`config.mk`:
```
export PLATFORM = sky130hd
export DESIGN_NAME = axis_hdr_insert_sched
export DESIGN_NICKNAME = d
export VERILOG_FILES = /design/src/rtl/axis_hdr_pkg.sv /design/src/rtl/axis_rr_arbiter.sv /design/src/rtl/axis_hdr_insert_sched.sv
export SDC_FILE = /design/constraint.sdc
export NUM_CORES = 1
export LEC_CHECK = 0
export BUFFER_PORTS_ARGS = -buffer_cell sky130_fd_sc_hd__buf_2
export CORE_AREA = 2 2 157 159
export DETAILED_ROUTE_END_ITERATION = 16
export DIE_AREA = 0 0 159 161
export HOLD_SLACK_MARGIN = 0.05
export MAX_ROUTING_LAYER = met4
export SYNTH_ARGS = -nofsm -noshare
export SYNTH_HDL_FRONTEND = slang
export SYNTH_SLANG_ARGS = --single-unit
```
`constraint.sdc`:
```
create_clock -name clk -period 2.1 [get_ports clk]
set_input_delay 0.315 -clock clk [delete_from_list [all_inputs] [get_ports clk]]
set_output_delay 0.315 -clock clk [all_outputs]
set_load 0.02 [all_outputs]
```
`src/rtl/axis_hdr_pkg.sv`:
```
// Shared types and helpers for the header-insert scheduler.
package axis_hdr_pkg;

  typedef enum logic [1:0] {
    IDLE  = 2'd0,
    HDR   = 2'd1,
    PAY   = 2'd2,
    DRAIN = 2'd3
  } state_t;

  function automatic int unsigned ch_width(input int unsigned n);
    return (n > 2) ? $clog2(n) : 1;
  endfunction

endpackage

```
`src/rtl/axis_rr_arbiter.sv`:
```
// Combinational round-robin pick: first requester strictly after ptr, with wrap.
module axis_rr_arbiter
  import axis_hdr_pkg::*;
#(
  parameter int unsigned N_CH  = 4,
  parameter int unsigned CH_WD = ch_width(N_CH)
) (
  input  logic [N_CH-1:0]  req,
  input  logic [CH_WD-1:0] ptr,
  output logic             any,
  output logic [CH_WD-1:0] gnt_idx
);

  int unsigned       idx;
  logic [N_CH-1:0]   rot;

  always_comb begin
    any     = 1'b0;
    gnt_idx = '0;
    idx     = 0;
    rot     = '0;
    for (int unsigned k = 1; k <= N_CH; k++) begin
      idx = (32'(ptr) + k) % N_CH;
      rot = req >> idx;
      if (!any && rot[0]) begin
        any     = 1'b1;
        gnt_idx = CH_WD'(idx);
      end
    end
  end

endmodule

```
`src/rtl/axis_hdr_insert_sched.sv`:
```
// Round-robin scheduler sharing one header inserter among N_CH header/payload
// requesters; holds the grant until the inserter output shows the packet's last beat.
module axis_hdr_insert_sched
  import axis_hdr_pkg::*;
#(
  parameter int unsigned N_CH         = 4,
  parameter int unsigned DATA_WD      = 32,
  parameter int unsigned DATA_BYTE_WD = DATA_WD / 8,
  parameter int unsigned BYTE_CNT_WD  = $clog2(DATA_BYTE_WD),
  parameter int unsigned CH_WD        = ch_width(N_CH)
) (
  input  logic                          clk,
  input  logic                          rst_n,
  input  logic [N_CH-1:0]               s_hdr_valid,
  input  logic [N_CH*DATA_WD-1:0]       s_hdr_data,
  input  logic [N_CH*DATA_BYTE_WD-1:0]  s_hdr_keep,
  input  logic [N_CH*BYTE_CNT_WD-1:0]   s_hdr_byte_cnt,
  output logic [N_CH-1:0]               s_hdr_ready,
  input  logic [N_CH-1:0]               s_pay_valid,
  input  logic [N_CH-1:0]               s_pay_last,
  input  logic [N_CH*DATA_WD-1:0]       s_pay_data,
  input  logic [N_CH*DATA_BYTE_WD-1:0]  s_pay_keep,
  output logic [N_CH-1:0]               s_pay_ready,
  output logic                          m_ins_valid,
  output logic [DATA_WD-1:0]            m_ins_data,
  output logic [DATA_BYTE_WD-1:0]       m_ins_keep,
  output logic [BYTE_CNT_WD-1:0]        m_ins_byte_cnt,
  input  logic                          m_ins_ready,
  output logic                          m_pay_valid,
  output logic [DATA_WD-1:0]            m_pay_data,
  output logic [DATA_BYTE_WD-1:0]       m_pay_keep,
  output logic                          m_pay_last,
  input  logic                          m_pay_ready,
  input  logic                          mon_valid,
  input  logic                          mon_ready,
  input  logic                          mon_last,
  output logic [CH_WD-1:0]              grant_id,
  output logic                          busy,
  output logic                          err_stray
);

  state_t           state, state_nxt;
  logic [CH_WD-1:0] ptr;
  logic             done_seen;
  logic             arb_any;
  logic [CH_WD-1:0] arb_idx;
  logic             mon_last_hs;

  assign mon_last_hs = mon_valid & mon_ready & mon_last;
  assign busy        = (state != IDLE);

  axis_rr_arbiter #(
    .N_CH  (N_CH),
    .CH_WD (CH_WD)
  ) u_arb (
    .req     (s_hdr_valid),
    .ptr     (ptr),
    .any     (arb_any),
    .gnt_idx (arb_idx)
  );

  always_comb begin
    state_nxt      = state;
    s_hdr_ready    = '0;
    s_pay_ready    = '0;
    m_ins_valid    = 1'b0;
    m_ins_data     = '0;
    m_ins_keep     = '0;
    m_ins_byte_cnt = '0;
    m_pay_valid    = 1'b0;
    m_pay_data     = '0;
    m_pay_keep     = '0;
    m_pay_last     = 1'b0;
    unique case (state)
      IDLE: begin
        if (arb_any) state_nxt = HDR;
      end
      HDR: begin
        m_ins_valid           = s_hdr_valid[grant_id];
        m_ins_data            = s_hdr_data[grant_id*DATA_WD +: DATA_WD];
        m_ins_keep            = s_hdr_keep[grant_id*DATA_BYTE_WD +: DATA_BYTE_WD];
        m_ins_byte_cnt        = s_hdr_byte_cnt[grant_id*BYTE_CNT_WD +: BYTE_CNT_WD];
        s_hdr_ready[grant_id] = m_ins_ready;
        if (m_ins_valid && m_ins_ready) state_nxt = PAY;
      end
      PAY: begin
        m_pay_valid           = s_pay_valid[grant_id];
        m_pay_data            = s_pay_data[grant_id*DATA_WD +: DATA_WD];
        m_pay_keep            = s_pay_keep[grant_id*DATA_BYTE_WD +: DATA_BYTE_WD];
        m_pay_last            = s_pay_last[grant_id];
        s_pay_ready[grant_id] = m_pay_ready;
        // An output last seen in the same cycle counts as already done, else DRAIN would wait forever.
        if (m_pay_valid && m_pay_ready && m_pay_last)
          state_nxt = (done_seen || mon_last_hs) ? IDLE : DRAIN;
      end
      DRAIN: begin
        if (mon_last_hs) state_nxt = IDLE;
      end
    endcase
  end

  always_ff @(posedge clk or negedge rst_n) begin
    if (!rst_n) begin
      state     <= IDLE;
      ptr       <= CH_WD'(N_CH - 1);
      grant_id  <= '0;
      done_seen <= 1'b0;
      err_stray <= 1'b0;
    end else begin
      state     <= state_nxt;
      err_stray <= mon_last_hs && (state == IDLE || state == HDR);
      if (state == IDLE && arb_any) begin
        grant_id <= arb_idx;
        ptr      <= arb_idx;
      end
      if (state_nxt == IDLE)
        done_seen <= 1'b0;
      else if (state == PAY && mon_last_hs)
        done_seen <= 1'b1;
    end
  end

endmodule

```
==> run_results.csv <==
group,metric,value,unit
pwr,cellLeakagePower,0.003016,uW
detailed_routing,antenna_violating_nets_post_route,0,
timing,timing.final.setup_violations,65,
placed_design,place_congestion,0.9129,
critical_path,setup.worst_path.start,"grant_id[0]$_DFFE_PN0P_",
global_routing,via_count_of_the_first_global_routing_pass,3944,
flow_run,cap_viol_max_count,0,
clock_network,tritoncts_clock_tree,"yes",
timing,finalHoldViolCount,0,
detailed_routing,avgRoutedWirePerCell,16.36,um
synth,synthDominantAreaCellType,"sky130_fd_sc_hd__mux4_2",
pwr,power_per_cell_area,1173,nW/um2
clock_network,clock_network_latency_to_the_later_pin_of_the_worst_skew_pair,0.23,ns
critical_path,end_kind,"output port",
synth,syn_nets,563,
floorplanning,initial_core_util,0.1186,
detailed_routing,routed_via_density,4.015,
timing,count_of_pins_over_their_slew_limit,0,
global_routing,grt_util_all_layers,0.1116,
global_routing,grt_pass1_wl,21890,um
critical_path,critical_path_peak_fanout,7,
cells_and_area,num-fill-cells,2580,
timing,slew_headroom,0.6732,
synth,syn_area_per_cell,11.46,um2
clock_network,clock_pin_slew_on_the_worst_setup_and_hold_paths,0.04,ns
global_routing,antenna_found_initial,6,
worst_hold_path,min-delay-start,"mon_ready",
synth,post_synth_most_frequent_cells,"sky130_fd_sc_hd__and2_1, sky130_fd_sc_hd__mux4_2, sky130_fd_sc_hd__clkbuf_1, sky130_fd_sc_hd__nor2_1, sky130_fd_sc_hd__buf_2",
floorplanning,io_pins,404,
clock_network,cts_root_buffer,"sky130_fd_sc_hd__clkbuf_16",
timing,post-route-worst-setup-slack,-0.09346,ns
detailed_routing,vias,3955,
cells_and_area,finish.net_count,972,
floorplanning,rows,57,
status,failed_checks,"setup timing",
critical_path,timing.setup.critical_path_class,"reg -> out",
timing,final.setup.tns,-2.564,ns
timing,setup_repair_after_global_routing_missed_its_margin,"true",
pwr,total_power_consumption,7145,uW
detailed_routing,drtPass1Iterations,6,
timing,final_min_period_over_clock_period,1.045,
synth,synth_most_common_cell,"sky130_fd_sc_hd__and2_1",
synth,synth_enable_flop_cells,0,
timing,slew_at_the_pin_closest_to_its_max_slew_limit,0.4902,ns
clock_network,cts_inserted_buffers,3,
status,outcome,"complete, but fails checks",
floorplanning,floorplan.die_area,25600,um2
clock_network,cts.sink_count,8,
cells_and_area,share_of_layout_cells_above_drive_strength_1,0.8521,
global_routing,grt_ovf,0,
timing,final.setup_skew,0.001880,ns
synth,synthFlopType,"sky130_fd_sc_hd__dfrtp_1",
timing,fin_crit,2.193,ns
critical_path,critPathLaunchType,"flip-flop",
critical_path,worst_path_required_time,1.78,ns
synth,synth_top_area_frac,0.6021,
synth,synth_warnings,0,
clock_network,cts_max_path_buffers,2,
synth,yosysSeqAreaShare,0.07130,
detailed_routing,drc_errors,0,
floorplanning,core_area,23960,um2
detailed_routing,detail_route.iter0.violations,146,
synth,synth.area.top_cells,"sky130_fd_sc_hd__mux4_2, sky130_fd_sc_hd__and2_1, sky130_fd_sc_hd__dfrtp_1",
synth,distinct_cell_type_count_after_synthesis,26,
synth,netlist_area,2843,um2
detailed_routing,routed_wirelength,16120,um
timing,clock.fmax,0.4559,GHz
cells_and_area,flow.area_growth_from_synthesis,114.3,%
worst_hold_path,worstHoldPathType,"in -> reg",
floorplanning,die_span_x,159,um
placed_design,post-dp-hpwl,13280,um
floorplanning,die_height,161,um
critical_path,rr_startpoint,"grant_id[0]$_DFFE_PN0P_",
synth,postSynthCellCount,248,
synth,synth-async-reset-ratio,1.000,
global_routing,grt_max_degree,42,
placed_design,portBuffers,403,
pwr,power.ir.vdd_worst,0.0004094,V
synth,synth.ff_latch_count,8,
clock_network,ctsHtreeMaxLevel,1,
critical_path,worst-endpoint-arrival,1.88,ns
==> per-stage QoR <==
step / setup slack [ns] / instances / instance area [um2] / hold slack [ns] / util
final: -0.09346 / 985 / 6091 / 0.3652 / 0.2542
after global routing: -0.1309 / 985 / 6091 / 0.3934 / 0.2542
after CTS: -0.1192 / 969 / 5507 / 0.3785 / 0.2298
after detailed placement: 0.09981 / 961 / 5340 / 0.1750 / 0.2228
after global placement: 0.1271 / 961 / 5340 / 0.1719 / 0.2228
after floorplan: -0.03987 / 248 / 2843 / 0.01941 / -
==> timing repair <==
item / in CTS / in global routing
buffers inserted: 2 / 5
endpoints found under the hold margin: 6 / 0
pin swaps: 1 / 20
endpoints found under the setup margin: 62 / 75
gates resized for setup: 9 / 140
hold buffers: 1 / 0
cloned: 1 / 6
==> cells by family after synthesis <==
group	count (synthesis)	synth area share
AOI/OAI and AO/OA	16	0.03610
buffers and inverters	30	0.04709
DFF	8	0.07130
muxes	79	0.6127
and+or+nand+nor	115	0.2328
==> sequential cells by signal (all words and copies together) (netlist names) <==
name       count
grant_id       2
ptr            2
state          2
done_seen      1
err_stray      1
==> cell type report <==
class	count	area [um2]	share of cell area
Antenna cell	5	12.51	0.002054
Clock buffer	4	78.83	0.01294
Inverter	3	11.26	0.001849
Multi-Input combinational cell	210	2621	0.4304
Tap cell	324	405.4	0.06656
Sequential cell	8	210.2	0.03451
Timing Repair Buffer	431	2751	0.4517
==> critical path: stages (launching register included) <==
cell                        delay [ns]
sky130_fd_sc_hd__dfrtp_4          0.50
sky130_fd_sc_hd__buf_12           0.18
sky130_fd_sc_hd__clkbuf_16        0.17
sky130_fd_sc_hd__mux4_2           0.48
sky130_fd_sc_hd__and2_4           0.17
sky130_fd_sc_hd__buf_6            0.12
==> placed cells by master (no fill, tap or decap) <==
| cell type | count |
|---|---|
| sky130_fd_sc_hd__nor2b_1 | 2 |
| sky130_fd_sc_hd__o21ai_0 | 4 |
| sky130_fd_sc_hd__diode_2 | 5 |
| sky130_fd_sc_hd__buf_6 | 47 |
| sky130_fd_sc_hd__o21ba_1 | 1 |
| sky130_fd_sc_hd__nor2b_2 | 2 |
| sky130_fd_sc_hd__and3_1 | 2 |
| sky130_fd_sc_hd__a22oi_1 | 1 |
| sky130_fd_sc_hd__a22o_1 | 1 |
| sky130_fd_sc_hd__nand2b_1 | 5 |
| sky130_fd_sc_hd__dfrtp_4 | 2 |
| sky130_fd_sc_hd__mux4_2 | 76 |
| sky130_fd_sc_hd__nor3b_1 | 1 |
| sky130_fd_sc_hd__buf_4 | 8 |
| sky130_fd_sc_hd__a221o_1 | 1 |
| sky130_fd_sc_hd__inv_1 | 3 |
| sky130_fd_sc_hd__clkbuf_1 | 1 |
| sky130_fd_sc_hd__mux2i_1 | 3 |
| sky130_fd_sc_hd__and2_4 | 44 |
| sky130_fd_sc_hd__o22ai_1 | 1 |
| sky130_fd_sc_hd__buf_12 | 6 |
| sky130_fd_sc_hd__nor2_1 | 13 |
| sky130_fd_sc_hd__a31oi_1 | 1 |
| sky130_fd_sc_hd__and2_1 | 33 |
| sky130_fd_sc_hd__nor3_1 | 4 |
| sky130_fd_sc_hd__buf_2 | 357 |
| sky130_fd_sc_hd__o221ai_1 | 1 |
| sky130_fd_sc_hd__buf_8 | 6 |
| sky130_fd_sc_hd__dfstp_2 | 2 |
| sky130_fd_sc_hd__dfrtp_1 | 4 |
| sky130_fd_sc_hd__a21oi_1 | 5 |
| sky130_fd_sc_hd__buf_16 | 2 |
| sky130_fd_sc_hd__dlygate4sd3_1 | 1 |
| sky130_fd_sc_hd__clkbuf_16 | 7 |
| sky130_fd_sc_hd__nand2_1 | 8 |
| sky130_fd_sc_hd__nand3_1 | 1 |
==> where the power goes <==
group          switching (uW)  leakage (uW)  total, uW  internal, uW
clock network            74.2     0.0000382        327           253
registers                 130     0.0000931        381           252
logic                    2850       0.00288       6440          3590
==> path summary, 6_finish.rpt <==
| check | end | slack [ns] | cells after the start |
|---|---|---|---|
| setup / recovery | m_ins_data[2] | -0.09 | 5 |
| hold / removal | err_stray$_DFF_PN0_ | 0.37 | 3 |
| setup reg to reg | done_seen$_DFFE_PN0P_ | 0.04 | 6 |
| hold reg to reg | ptr[1]$_DFFE_PN1P_ | 0.54 | 2 |
| max in group asynchronous | ptr[0]$_DFFE_PN1P_ | 1.40 | 2 |
| min in group asynchronous | err_stray$_DFF_PN0_ | 0.46 | 2 |
==> routing by layer <==
layer | vias up | GRT usage | share of wire
met5 | - | - | 0
met2 | 264 | 0.2000 | 0.51
met4 | 0 | 0.005372 | 0.0070
li1 | 1809 | - | -
met3 | 8 | 0.03416 | 0.095
met1 | 1874 | 0.1293 | 0.39
(Power assumes the default switching activity.)
